$ cat src/rtl/tx_serial_pkg.sv
// rtl/tx_serial_pkg.sv - shared state codes, parity modes and frame-length helper for the UART TX
package tx_serial_pkg;

    typedef enum logic [1:0] {
        REPOUSO   = 2'd0,
        TRANSMITE = 2'd1,
        FINAL     = 2'd2
    } estado_t;

    localparam int PAR_NENHUMA = 0;
    localparam int PAR_IMPAR   = 1;
    localparam int PAR_PAR     = 2;

    function automatic int comprimento_quadro(input int n_dados, input int paridade, input int n_stop);
        return 1 + n_dados + ((paridade != PAR_NENHUMA) ? 1 : 0) + n_stop;
    endfunction

endpackage

$ cat src/rtl/tx_serial_uart_param_if.sv
// rtl/tx_serial_uart_param_if.sv - request/ready handshake and serial line of the UART TX
interface tx_serial_uart_param_if #(
    parameter int N_DADOS = 8
);
    logic               partida;
    logic [N_DADOS-1:0] dados;
    logic               pronto;
    logic               saida_serial;
    logic               fim;

    modport master (output partida, dados, input pronto, saida_serial, fim);
    modport slave  (input partida, dados, output pronto, saida_serial, fim);
endinterface

$ cat src/rtl/deslocador_n.sv
// rtl/deslocador_n.sv - N-bit load/shift-right register; bit 0 is the serial output
module deslocador_n #(
    parameter int N = 4
) (
    input  logic         clock,
    input  logic         reset,
    input  logic         carrega,
    input  logic         desloca,
    input  logic         entrada_serial,
    input  logic [N-1:0] dados,
    output logic         saida_serial
);
    logic [N-1:0] reg_q, reg_d;

    always_comb begin
        reg_d = reg_q;
        if (carrega) begin
            reg_d = dados;
        end else if (desloca) begin
            reg_d = {entrada_serial, reg_q[N-1:1]};
        end
    end

    // All-ones at reset so the line idles high straight out of reset
    always_ff @(posedge clock) begin
        if (!reset) begin
            reg_q <= '1;
        end else begin
            reg_q <= reg_d;
        end
    end

    assign saida_serial = reg_q[0];
endmodule

$ cat src/rtl/tx_serial_uart_param.sv
// rtl/tx_serial_uart_param.sv - parametrised UART transmitter: handshake FSM, baud and bit counters
module tx_serial_uart_param
    import tx_serial_pkg::*;
#(
    parameter int N_DADOS  = 8,
    parameter int PARIDADE = 1,
    parameter int N_STOP   = 1,
    parameter int DIV_BAUD = 434,
    localparam int L       = comprimento_quadro(N_DADOS, PARIDADE, N_STOP),
    localparam int W_BIT   = $clog2(L + 1)
) (
    input  logic                  clock,
    input  logic                  reset,
    tx_serial_uart_param_if.slave bus,
    output logic [1:0]            db_estado,
    output logic [W_BIT-1:0]      db_bit
);
    localparam int                W_BAUD   = $clog2(DIV_BAUD);
    localparam logic [W_BAUD-1:0] BAUD_FIM = W_BAUD'(DIV_BAUD - 1);
    localparam logic [W_BIT-1:0]  BIT_ULT  = W_BIT'(L - 1);

    if (N_DADOS < 5 || N_DADOS > 9 || PARIDADE < 0 || PARIDADE > 2 ||
        N_STOP < 1 || N_STOP > 2 || DIV_BAUD < 2) begin : g_param_ilegal
        $error("tx_serial_uart_param: illegal parameter combination");
    end

    estado_t           estado_q, estado_d;
    logic [W_BAUD-1:0] baud_q, baud_d;
    logic [W_BIT-1:0]  bit_q, bit_d;
    logic              carrega, desloca;
    logic              paridade_bit;
    logic [L-1:0]      quadro;

    // Whole frame, LSB = start bit; positions past the parity stay 1 as stop bits
    always_comb begin
        paridade_bit = (PARIDADE == PAR_IMPAR) ? ~^bus.dados : ^bus.dados;
        quadro               = '1;
        quadro[0]            = 1'b0;
        quadro[N_DADOS:1]    = bus.dados;
        if (PARIDADE != PAR_NENHUMA) begin
            quadro[N_DADOS+1] = paridade_bit;
        end
    end

    always_comb begin
        estado_d = estado_q;
        baud_d   = baud_q;
        bit_d    = bit_q;
        carrega  = 1'b0;
        desloca  = 1'b0;
        case (estado_q)
            REPOUSO: begin
                baud_d = '0;
                bit_d  = '0;
                if (bus.partida) begin
                    carrega  = 1'b1;
                    estado_d = TRANSMITE;
                end
            end
            TRANSMITE: begin
                if (baud_q == BAUD_FIM) begin
                    baud_d  = '0;
                    desloca = 1'b1;
                    if (bit_q == BIT_ULT) begin
                        bit_d    = '0;
                        estado_d = FINAL;
                    end else begin
                        bit_d = bit_q + W_BIT'(1);
                    end
                end else begin
                    baud_d = baud_q + W_BAUD'(1);
                end
            end
            FINAL: begin
                estado_d = REPOUSO;
            end
            default: begin
                estado_d = REPOUSO;
            end
        endcase
    end

    always_ff @(posedge clock) begin
        if (!reset) begin
            estado_q <= REPOUSO;
            baud_q   <= '0;
            bit_q    <= '0;
        end else begin
            estado_q <= estado_d;
            baud_q   <= baud_d;
            bit_q    <= bit_d;
        end
    end

    // The shift register output is the registered line; ones shifted in leave it idle-high
    deslocador_n #(.N(L)) u_quadro (
        .clock          (clock),
        .reset          (reset),
        .carrega        (carrega),
        .desloca        (desloca),
        .entrada_serial (1'b1),
        .dados          (quadro),
        .saida_serial   (bus.saida_serial)
    );

    assign bus.pronto = (estado_q == REPOUSO);
    assign bus.fim    = (estado_q == FINAL);
    assign db_estado  = estado_q;
    assign db_bit     = bit_q;
endmodule

$ cat src/flat_wrapper.sv
// flat-port wrapper written by rule: the top's interface ports become plain ports
module tx_serial_uart_param_flat import tx_serial_pkg::*;
#(
    parameter int N_DADOS  = 8,
    parameter int PARIDADE = 1,
    parameter int N_STOP   = 1,
    parameter int DIV_BAUD = 434,
    localparam int L       = comprimento_quadro(N_DADOS, PARIDADE, N_STOP),
    localparam int W_BIT   = $clog2(L + 1)
)
  (clock, reset, db_estado, db_bit, bus_partida, bus_dados, bus_pronto, bus_saida_serial, bus_fim);
  tx_serial_uart_param_if #(.N_DADOS(N_DADOS)) bus_i ();
  input  logic clock;
  input  logic reset;
  output logic [1:0] db_estado;
  output logic [W_BIT-1:0] db_bit;
  input wire logic [$bits(bus_i.partida)-1:0] bus_partida;
  input wire logic [$bits(bus_i.dados)-1:0] bus_dados;
  output wire logic [$bits(bus_i.pronto)-1:0] bus_pronto;
  output wire logic [$bits(bus_i.saida_serial)-1:0] bus_saida_serial;
  output wire logic [$bits(bus_i.fim)-1:0] bus_fim;
  assign bus_i.partida = bus_partida;
  assign bus_i.dados = bus_dados;
  assign bus_pronto = bus_i.pronto;
  assign bus_saida_serial = bus_i.saida_serial;
  assign bus_fim = bus_i.fim;
  tx_serial_uart_param #(.N_DADOS(N_DADOS), .PARIDADE(PARIDADE), .N_STOP(N_STOP), .DIV_BAUD(DIV_BAUD)) u_core (.clock(clock), .reset(reset), .bus(bus_i), .db_estado(db_estado), .db_bit(db_bit));
endmodule
$ cat config.mk
export PLATFORM = sky130hd
export DESIGN_NAME = tx_serial_uart_param_flat
export DESIGN_NICKNAME = d
export VERILOG_FILES = /design/src/rtl/tx_serial_pkg.sv /design/src/rtl/tx_serial_uart_param_if.sv /design/src/rtl/deslocador_n.sv /design/src/rtl/tx_serial_uart_param.sv /design/src/flat_wrapper.sv
export SDC_FILE = /design/constraint.sdc
export NUM_CORES = 1
export LEC_CHECK = 0
export BUFFER_PORTS_ARGS = -buffer_cell sky130_fd_sc_hd__buf_2
export CAP_MARGIN = 20
export CORE_MARGIN = 1.5
export CORE_UTILIZATION = 45
export CTS_CLUSTER_SIZE = 20
export DETAILED_ROUTE_END_ITERATION = 6
export PLACE_DENSITY_LB_ADDON = 0.15
export SYNTH_ARGS = -nofsm -noshare
export SYNTH_HDL_FRONTEND = slang
export SYNTH_SLANG_ARGS = --single-unit
$ cat constraint.sdc
create_clock -name clock -period 5.5 [get_ports clock]
set_clock_uncertainty 0.1 [all_clocks]
set_input_delay 0.55 -clock clock [delete_from_list [all_inputs] [get_ports clock]]
set_output_delay 0.55 -clock clock [all_outputs]
set_load 0.01 [all_outputs]
# Word-level counts from Yosys, hierarchy flattened
# Cells that the tools add are included.
[word_totals]
in_bits = 11
register_bits = 25
output_inout_bits = 9
word_cells = 34
[op_classes]
mux = 15
eq_ne = 7
reduce_logical = 6
add_sub_neg = 2
[op_table]
columns = ["cell", "count"]
rows = [
  ["two-way mux 10 bit", 2],
  ["case mux 9 bit (2 select lines)", 1],
  ["adder 9 x 1 -> 9 bit (second input constant)", 1],
  ["equality test 9 bit (second input constant)", 1],
  ["two-way mux 9 bit", 1],
  ["two-way mux 4 bit", 2],
  ["case mux 4 bit (2 select lines)", 1],
  ["XNOR reduction 8 bit", 1],
  ["two-way mux 2 bit", 3],
  ["adder 4 x 1 -> 4 bit (second input constant)", 1],
  ["equality test 4 bit (second input constant)", 1],
  ["two-way mux 1 bit", 4],
  ["!= test 2 x 1 -> 1 bit (second input constant)", 2],
  ["case mux 2 bit (2 select lines)", 1],
  ["nonzero test 2 bit", 2],
  ["AND reduction 3 bit", 1],
  ["equality test 2 x 1 -> 1 bit (second input constant)", 1],
  ["equality test 2 bit (second input constant)", 1],
  ["zero test 2 bit", 1],
  ["!= test 2 bit (second input constant)", 1],
  ["AND reduction 2 bit", 1],
]

# Logic depth before layout (Yosys ltp)
# Gate-level depths: netlist of run 1.
[depth]
ltp_word = 5
depth_mapped = 7
depth_no_buf = 6

# Cells and area by module
# Synthesis of run 1 repeated with hierarchy kept, for this count alone.
[unflattened]
cells_unflattened = 162
area_unflattened_um2 = 1442.6
[by_module_without_submodules]
columns = ["module", "seq_area_each_um2", "cells_each", "n_inst", "area_per_inst_um2"]
rows = [
  ["tx_serial_uart_param", 300.3, 113, 1, 932.1],
  ["deslocador_n", 220.2, 49, 1, 510.5],
]

# Least setup slack after synthesis of run 1
# OpenSTA, ideal clock, no wires.
[synth_timing]
path_type = "input-to-reg"
start = "in bus_partida"
end = "reg u_core.u_quadro.reg_q[3]"
path_buffers = 0
stages = 4
setup_ps = 130
t_arrival_ps = 1542
required_time_ps = 5270
path_slack_ps = 3728
cell_sequence = "nor3b_2 -> and2b_1 -> a2111oi_2 -> o21ai_1"
[synth_via]
elab_chain_len = 3
word_cells_on_any_way = 4
cone_classes = "3 x mux; 1 x reduce/logical"
[synth_lines]
columns = ["element", "line", "rtl"]
rows = [
  ["from (decl)", "flat_wrapper.sv:17", "input wire logic [$bits(bus_i.partida)-1:0] bus_partida;"],
  ["two-way mux 1 bit (*)", "tx_serial_uart_param.sv:55", "if (bus.partida) begin"],
  ["two-way mux 1 bit (*)", "tx_serial_uart_param.sv:51", "case (estado_q)"],
  ["two-way mux 10 bit or nonzero test 2 bit (tied branches)", "-", ""],
  ["to (signal assigned)", "deslocador_n.sv:29", "reg_q <= reg_d;"],
  ["to (decl)", "deslocador_n.sv:13", "logic [N-1:0] reg_q, reg_d;"],
]
# Every way passes the cells marked *; elsewhere a longest branch is shown, timed or not.
# A chain may end at the register's enable or synchronous reset.

# Final worst setup path of run 1
[layout_timing]
start = "reg u_core.estado_q[1], in the netlist u_core.db_estado[1]"
end = "out bus_fim"
[layout_via]
elab_chain_len = 1
[layout_lines]
columns = ["element", "line", "rtl"]
rows = [
  ["from (decl)", "tx_serial_uart_param.sv:27", "estado_t estado_q, estado_d;"],
  ["from (signal assigned)", "tx_serial_uart_param.sv:89", "estado_q <= estado_d;"],
  ["equality test 2 bit", "tx_serial_uart_param.sv:107", "assign bus.fim = (estado_q == FINAL);"],
  ["to (decl)", "flat_wrapper.sv:21", "output wire logic [$bits(bus_i.fim)-1:0] bus_fim;"],
]
# No other way between the ends.

==> results.toml, run 1 <==
[final_layout]
layout-drive-gt1-share_pct = 24.0
multi_input_area_um2 = 916
final_cell_mix = "25 x dfxtp_1, 19 x buf_2, 11 x a21oi_1, 11 x o21ai_1, 10 x nor2_1"
fillers = 303
insertedDiodeCount = 0
final_common_cell = "dfxtp_1"
synthToLayoutAreaGrowth_pct = 10.5
final_net_count = 191
area.sequential_um2 = 500
final_util_pct = 53.1

[detailed_routing]
detail_route.vias_per_cell = 5.67
routedWlPerCell_um = 14.2
num_vias = 1241
ant_nets = 0
drc_errors = 0
dr.pass1.iters = 4
totalWireLength_mm = 3.11
drtIter0Drc = 80

[timing]
tightest_slew_ps = 1010
fin_crit_ps = 2930
slew_headroom_pct = 32.5
drv_slew = 0
hold_viol = 0
rsz0062_at_grt = "false"
setup_viol = 0
clock.fmax_mhz = 341
tns_ps = 0
final.period_utilization_pct = 53.3
layout_setup_ws_ps = 2570

[synth]
synth_fp_nets = 173
syn_area_um2 = 1480
synthCells = 158
synth.avg_cell_area_um2 = 9.36
seq_area_frac_synth_pct = 33.8
ys_ff_latch = 25
synth_warnings = 0
synth_cell_types = 48

[setup_path]
crit_required_ps = 4850
cp-start-kind = "flip-flop"
ff2ff_path_depth = 4
setup.worst_path.class = "flip-flop to output port"
crit_path_max_fanout = 24
crit_arrival_ps = 2280
cp-end-kind = "output port"

[power_and_ir_drop]
netSwitchingFraction_pct = 32.5
seqPwrFrac_pct = 53.2
pwr_density_cell_nw_per_um2 = 234
clockPowerShare_pct = 22.7
finalPower_mw = 0.382
p_switching_mw = 0.124
ir_worst_vdd_v = 0.000128
leakage_nw = 0.603
intPower_mw = 0.258
p_comb_share_pct = 24.1

[clock_network]
postCtsSetupBuffers = 0
clkTransAtPathRegs_ps = 160
htree_levels = 1
postCtsResizedCells = 0
cts_root_buffer = "clkbuf_4"
clk_latency_ps = 320
clock_path_buffers = 2
ctsHoldBuffers = 0
cts.sinks = 25
cts_inserted_buffers = 3
cts_tree = "done"

[placement]
io_buffers = 19
routabilityCongestion = 0.793
preCtsSetupSlack_ps = 2970
dp_hpwl_mm = 2.18

[hold_path]
hold_path_depth = 2
min_path_type = "flip-flop to flip-flop"

[job]
drv_cap = 0

[die]
rows = 20
chipWidth_um = 60.3
num_io_pins = 20
die-height_um = 60.3
start_util_pct = 48.0
die_area_um2 = 3640
core_area_um2 = 3080

[grt]
grt_pass1_wl_mm = 5.25
gr-total-overflow = 0
antenna_found_initial = 0
grt_usage_pct = 18.7
grt_max_degree = 25
grt_pass1_vias = 1163

[outcome]
status = "complete, no violations"
## worst max-delay path, cell delays in order (launching register included)
cell and delay, ps:
dfxtp_1 1020, inv_1 540, nor2_1 220, buf_2 160
## sequential cells by signal (all words and copies together), names as in the netlist
register               count
u_core.u_quadro.reg_q     10
u_core.baud_q              9
u_core.db_bit              4
u_core.db_estado           2
## cell families (layout without fill, tap and decap cells)
group / count (synthesis) / count (layout) / share of synthesized area, %
compound gates: 57 / 57 / 32.0
buf+inv: 15 / 32 / 4.23
mux: 2 / 2 / 1.44
simple gates: 48 / 48 / 21.0
flops: 25 / 25 / 33.8
xor+xnor: 7 / 7 / 4.15
fa+ha+maj: 4 / 4 / 3.38
## cells in the mapped netlist (all sizes together)
cell type | instances | area share (%)
a31o | 1 | 0.59
o211a | 2 | 1.4
nor2 | 10 | 2.5
clkbuf | 4 | 1.0
a2bb2oi | 1 | 0.59
nor2b | 8 | 3.4
and2b | 4 | 2.0
dfxtp | 25 | 34
mux2 | 1 | 0.76
nand2 | 7 | 1.8
a2111oi | 8 | 8.1
nand4bb | 1 | 1.9
buf | 3 | 1.2
a31oi | 2 | 0.85
o311a | 2 | 1.4
o21ai | 16 | 5.7
xnor2 | 6 | 3.6
a41oi | 2 | 1.2
xor2 | 1 | 0.59
o31a | 2 | 1.8
o221a | 2 | 1.5
nor3b | 1 | 0.85
o21a | 1 | 0.51
clkinv | 1 | 0.25
a311oi | 1 | 0.59
a21oi | 12 | 4.3
ha | 4 | 3.4
nor3 | 1 | 0.34
nor4 | 1 | 0.85
nand4b | 1 | 0.59
mux2i | 1 | 0.68
nand2b | 1 | 0.42
and4b | 1 | 0.68
o31ai | 2 | 1.9
inv | 7 | 1.8
o211ai | 2 | 1.0
and3 | 4 | 1.7
nand3 | 4 | 1.4
and4bb | 1 | 1.1
a32oi | 1 | 0.59
or4 | 3 | 1.5
## metrics by stage
stage | cell area, um^2 | instances | hold slack, ps
global placement | 1600 | 215 | 387
detailed placement | 1600 | 215 | 390
global route | 1630 | 219 | 413
floorplan | 1480 | 158 | 373
finish | 1630 | 219 | 406
CTS | 1630 | 219 | 409
## path summary, 6_finish.rpt
| kind | from | end | slack, ps |
|---|---|---|---|
| min | u_core.u_quadro.reg_q[9]$_SDFFE_PN1P_ | u_core.u_quadro.reg_q[9]$_SDFFE_PN1P_ | 410 |
| min reg2reg | u_core.u_quadro.reg_q[9]$_SDFFE_PN1P_ | u_core.u_quadro.reg_q[9]$_SDFFE_PN1P_ | 410 |
| max | u_core.db_estado[1]$_SDFFE_PN0P_ | bus_fim | 2570 |
| max reg2reg | u_core.db_estado[1]$_SDFFE_PN0P_ | u_core.baud_q[4]$_SDFFE_PN0P_ | 3260 |
## power groups by stage
stage | Clock (mW) | Sequential, mW | Combinational (mW)
after global routing | 0.0979 | 0.205 | 0.102
after global placement | 0 | 0.206 | 0.0901
final | 0.0867 | 0.203 | 0.0920
after CTS | 0.0909 | 0.203 | 0.0931
after floorplan | 0 | 0.203 | 0.0725
after detailed placement | 0 | 0.207 | 0.0925
## metal layers
metal / up-vias / track usage [%] / part of all wire (%)
li1: 631 / - / -
met1: 587 / 25.2 / 49
met2: 19 / 30.9 / 48
met3: 4 / 2.16 / 2.5
met4: 0 / 6.67 / 1.2
met5: - / 0 / 0
## final cells by class
| class | count | area share, % |
|---|---|---|
| Sequential cell | 25 | 30.6 |
| Inverter | 8 | 1.84 |
| Clock buffer | 3 | 1.38 |
| Tap cell | 44 | 3.37 |
| Clock inverter | 1 | 0.459 |
| Multi-Input combinational cell | 118 | 56.0 |
| Timing Repair Buffer | 20 | 6.28 |
Power figures use the tool's default switching activity.
==> inputs of run 2 (changes only) <==
- ABC_AREA: unset -> 1
- clock period: 5.5 -> 2.4 ns (I/O delays scaled with it)
==> run 2 against run 1 <==
Clock-buffer cell count increased by 1. Sequential share of layout area shrank 1.5 points. Combinational power is 120% higher. Via count grew 15%. Final cell count is 37% higher. Global-route usage decreased by 2.8 points. Critical path depth unchanged. Power up 120%. Sequential power grew 130%.
==> results.toml, run 2 <==
[die]
start_util_pct = 47.3
chipWidth_um = 62.7
die-height_um = 62.7
die_area_um2 = 3930
num_io_pins = 20
rows = 21
core_area_um2 = 3390

[setup_path]
crit_required_ps = 2060
setup.worst_path.class = "flip-flop to output port"
crit_path_start = "u_core.db_estado[1]$_SDFFE_PN0P_"
cp.depth = 3
crit_path_max_fanout = 10
cp_top_family = "flip-flops"
r2r_start = "u_core.db_estado[1]$_SDFFE_PN0P_"
timing.rr.end = "u_core.u_quadro.reg_q[9]$_SDFFE_PN1P_"
ff2ff_path_depth = 8
crit_arrival_ps = 1330
critPathBufInv = 2
slowest_delay_ps = 710
cp-start-kind = "flip-flop"
reg2reg_slack_ps = 760
cp-end-kind = "output port"
cp_cell_sequence = "inv_8 -> nor2_1 -> buf_2"
crit_path_top_delay_cell = "dfxtp_1"
cp-endpoint = "bus_fim"

[hold_path]
hold_path_depth = 2
min_path_type = "primary input to flip-flop"

[synth]
synth_compound_area_share_pct = 8.67
yosys-top-cells-count = "80 x nand2_1, 25 x dfxtp_1, 21 x inv_1"
yosysTopAreaCell = "dfxtp_1"
synth_fp_nets = 252
synthCells = 237
synth.most_common_cell = "nand2_1"
async_flop_share_pct = 0
synth_flop_cell = "dfxtp_1"
synth_top_family_by_area = "simple AND/OR/NAND/NOR gates"
synth_warnings = 0
syn_area_um2 = 1600
synth_top_area_share_pct = 31.2
yosys.area_share.adder_pct = 3.12
synthSimpleGateAreaFrac_pct = 44.1
synthMuxAreaShare_pct = 0
synth_edf_count = 0
seq_area_frac_synth_pct = 31.2
synthTopCellsByArea = "dfxtp_1 31%, nand2_1 19%, nand3_2 6.9%"
synth_cell_types = 29
synth.avg_cell_area_um2 = 6.76
synthXorXnorAreaFrac_pct = 1.09
ys_ff_latch = 25

[detailed_routing]
drc_errors = 0
detail_route.vias_per_cell = 4.76
ant_nets = 0
routedWlPerCell_um = 9.71
dr.pass1.iters = 4
totalWireLength_mm = 2.90
drtIter0Drc = 29
num_vias = 1424

[timing]
rsz0062_at_grt = "false"
layout_setup_ws_ps = 733
setup_viol = 0
slew_headroom_pct = 61.3
tns_ps = 0
whs_ps = 171
hold_viol = 0
fin_crit_ps = 1670
tightest_slew_ps = 580
clock.fmax_mhz = 600
drv_slew = 0
final.period_utilization_pct = 69.4

[final_layout]
final_util_pct = 50.7
multi_input_area_um2 = 913
top_register = "u_core.u_quadro.reg_q"
layout-drive-gt1-share_pct = 24.5
insertedDiodeCount = 0
final_cells = 299
final_net_count = 269
fillers = 330
final_area_um2 = 1720
synthToLayoutAreaGrowth_pct = 7.18
largest_reg_flops = 10
final_common_cell = "nand2_1"
final_cell_mix = "80 x nand2_1, 25 x dfxtp_1, 21 x inv_1"
area.sequential_um2 = 500

[clock_network]
htree_levels = 1
clock_path_buffers = 2
cts_inserted_buffers = 3
postCtsResizedCells = 0
clkTransAtPathRegs_ps = 130
cts_tree = "done"
cts.sinks = 25
clk_latency_ps = 310
cts_root_buffer = "clkbuf_4"
ctsHoldBuffers = 0
postCtsSetupBuffers = 0

[grt]
antenna_found_initial = 0
grt_usage_pct = 15.9
grt_pass1_vias = 1267
grt_pass1_wl_mm = 5.27
gr-total-overflow = 0
grt_max_degree = 21

[outcome]
status = "complete, no violations"

[placement]
dpl.cell_count = 295
dp_hpwl_mm = 2.19
routabilityCongestion = 0.805
preCtsSetupSlack_ps = 787
place_area_um2 = 1690
io_buffers = 19

[power_and_ir_drop]
finalPower_mw = 0.845
leakage_nw = 0.825
pwr_density_cell_nw_per_um2 = 492
ir_worst_vdd_v = 0.000413

[job]
drv_cap = 0
## run 2: worst min-delay path by stage
stage          slack (ps)                                  start                                    end
2_1_floorplan         280                                  reset          u_core.baud_q[2]$_SDFFE_PN0P_
3_3_place_gp          360  u_core.u_quadro.reg_q[2]$_SDFFE_PN1P_  u_core.u_quadro.reg_q[2]$_SDFFE_PN1P_
3_5_place_dp          340  u_core.u_quadro.reg_q[8]$_SDFFE_PN1P_  u_core.u_quadro.reg_q[8]$_SDFFE_PN1P_
4_1_cts               160                                  reset  u_core.u_quadro.reg_q[7]$_SDFFE_PN1P_
5_1_grt               150                                  reset  u_core.u_quadro.reg_q[8]$_SDFFE_PN1P_
6_report              170                                  reset  u_core.u_quadro.reg_q[7]$_SDFFE_PN1P_
## run 2: power breakdown
part | switching, mW | internal, mW
Sequential | 0.0225 | 0.439
Clock | 0.117 | 0.0649
Combinational | 0.129 | 0.0732
Total | 0.268 | 0.578
## run 2: kinds of logic after synthesis
group,Yosys count
fa+ha+maj,4
simple gates,142
flops,25
buf+inv,37
compound gates,27
xor+xnor,2
## run 2: layout make-up
class / count / share of cell area (%)
Tap cell: 46 / 3.35
Timing Repair Buffer: 19 / 5.54
Inverter: 30 / 7.28
Multi-Input combinational cell: 175 / 53.2
Clock buffer: 4 / 1.53
Sequential cell: 25 / 29.1
## run 2: metal layers
metal | part of all wire (%) | track usage, % | vias up
met2 | 42 | 25.8 | 20
met5 | 0 | 0 | -
met4 | 0.59 | 3.33 | 0
li1 | - | - | 783
met3 | 3.2 | 3.24 | 2
met1 | 54 | 21.9 | 619
## run 2: worst register-to-register path, cell delays in order (launching register included)
cell	delay (ps)
dfxtp_1	710
nor2_4	80
nand2_4	210
nand2_4	170
inv_4	140
nand2_2	50
nand2_1	70
inv_2	30
nand2_1	40
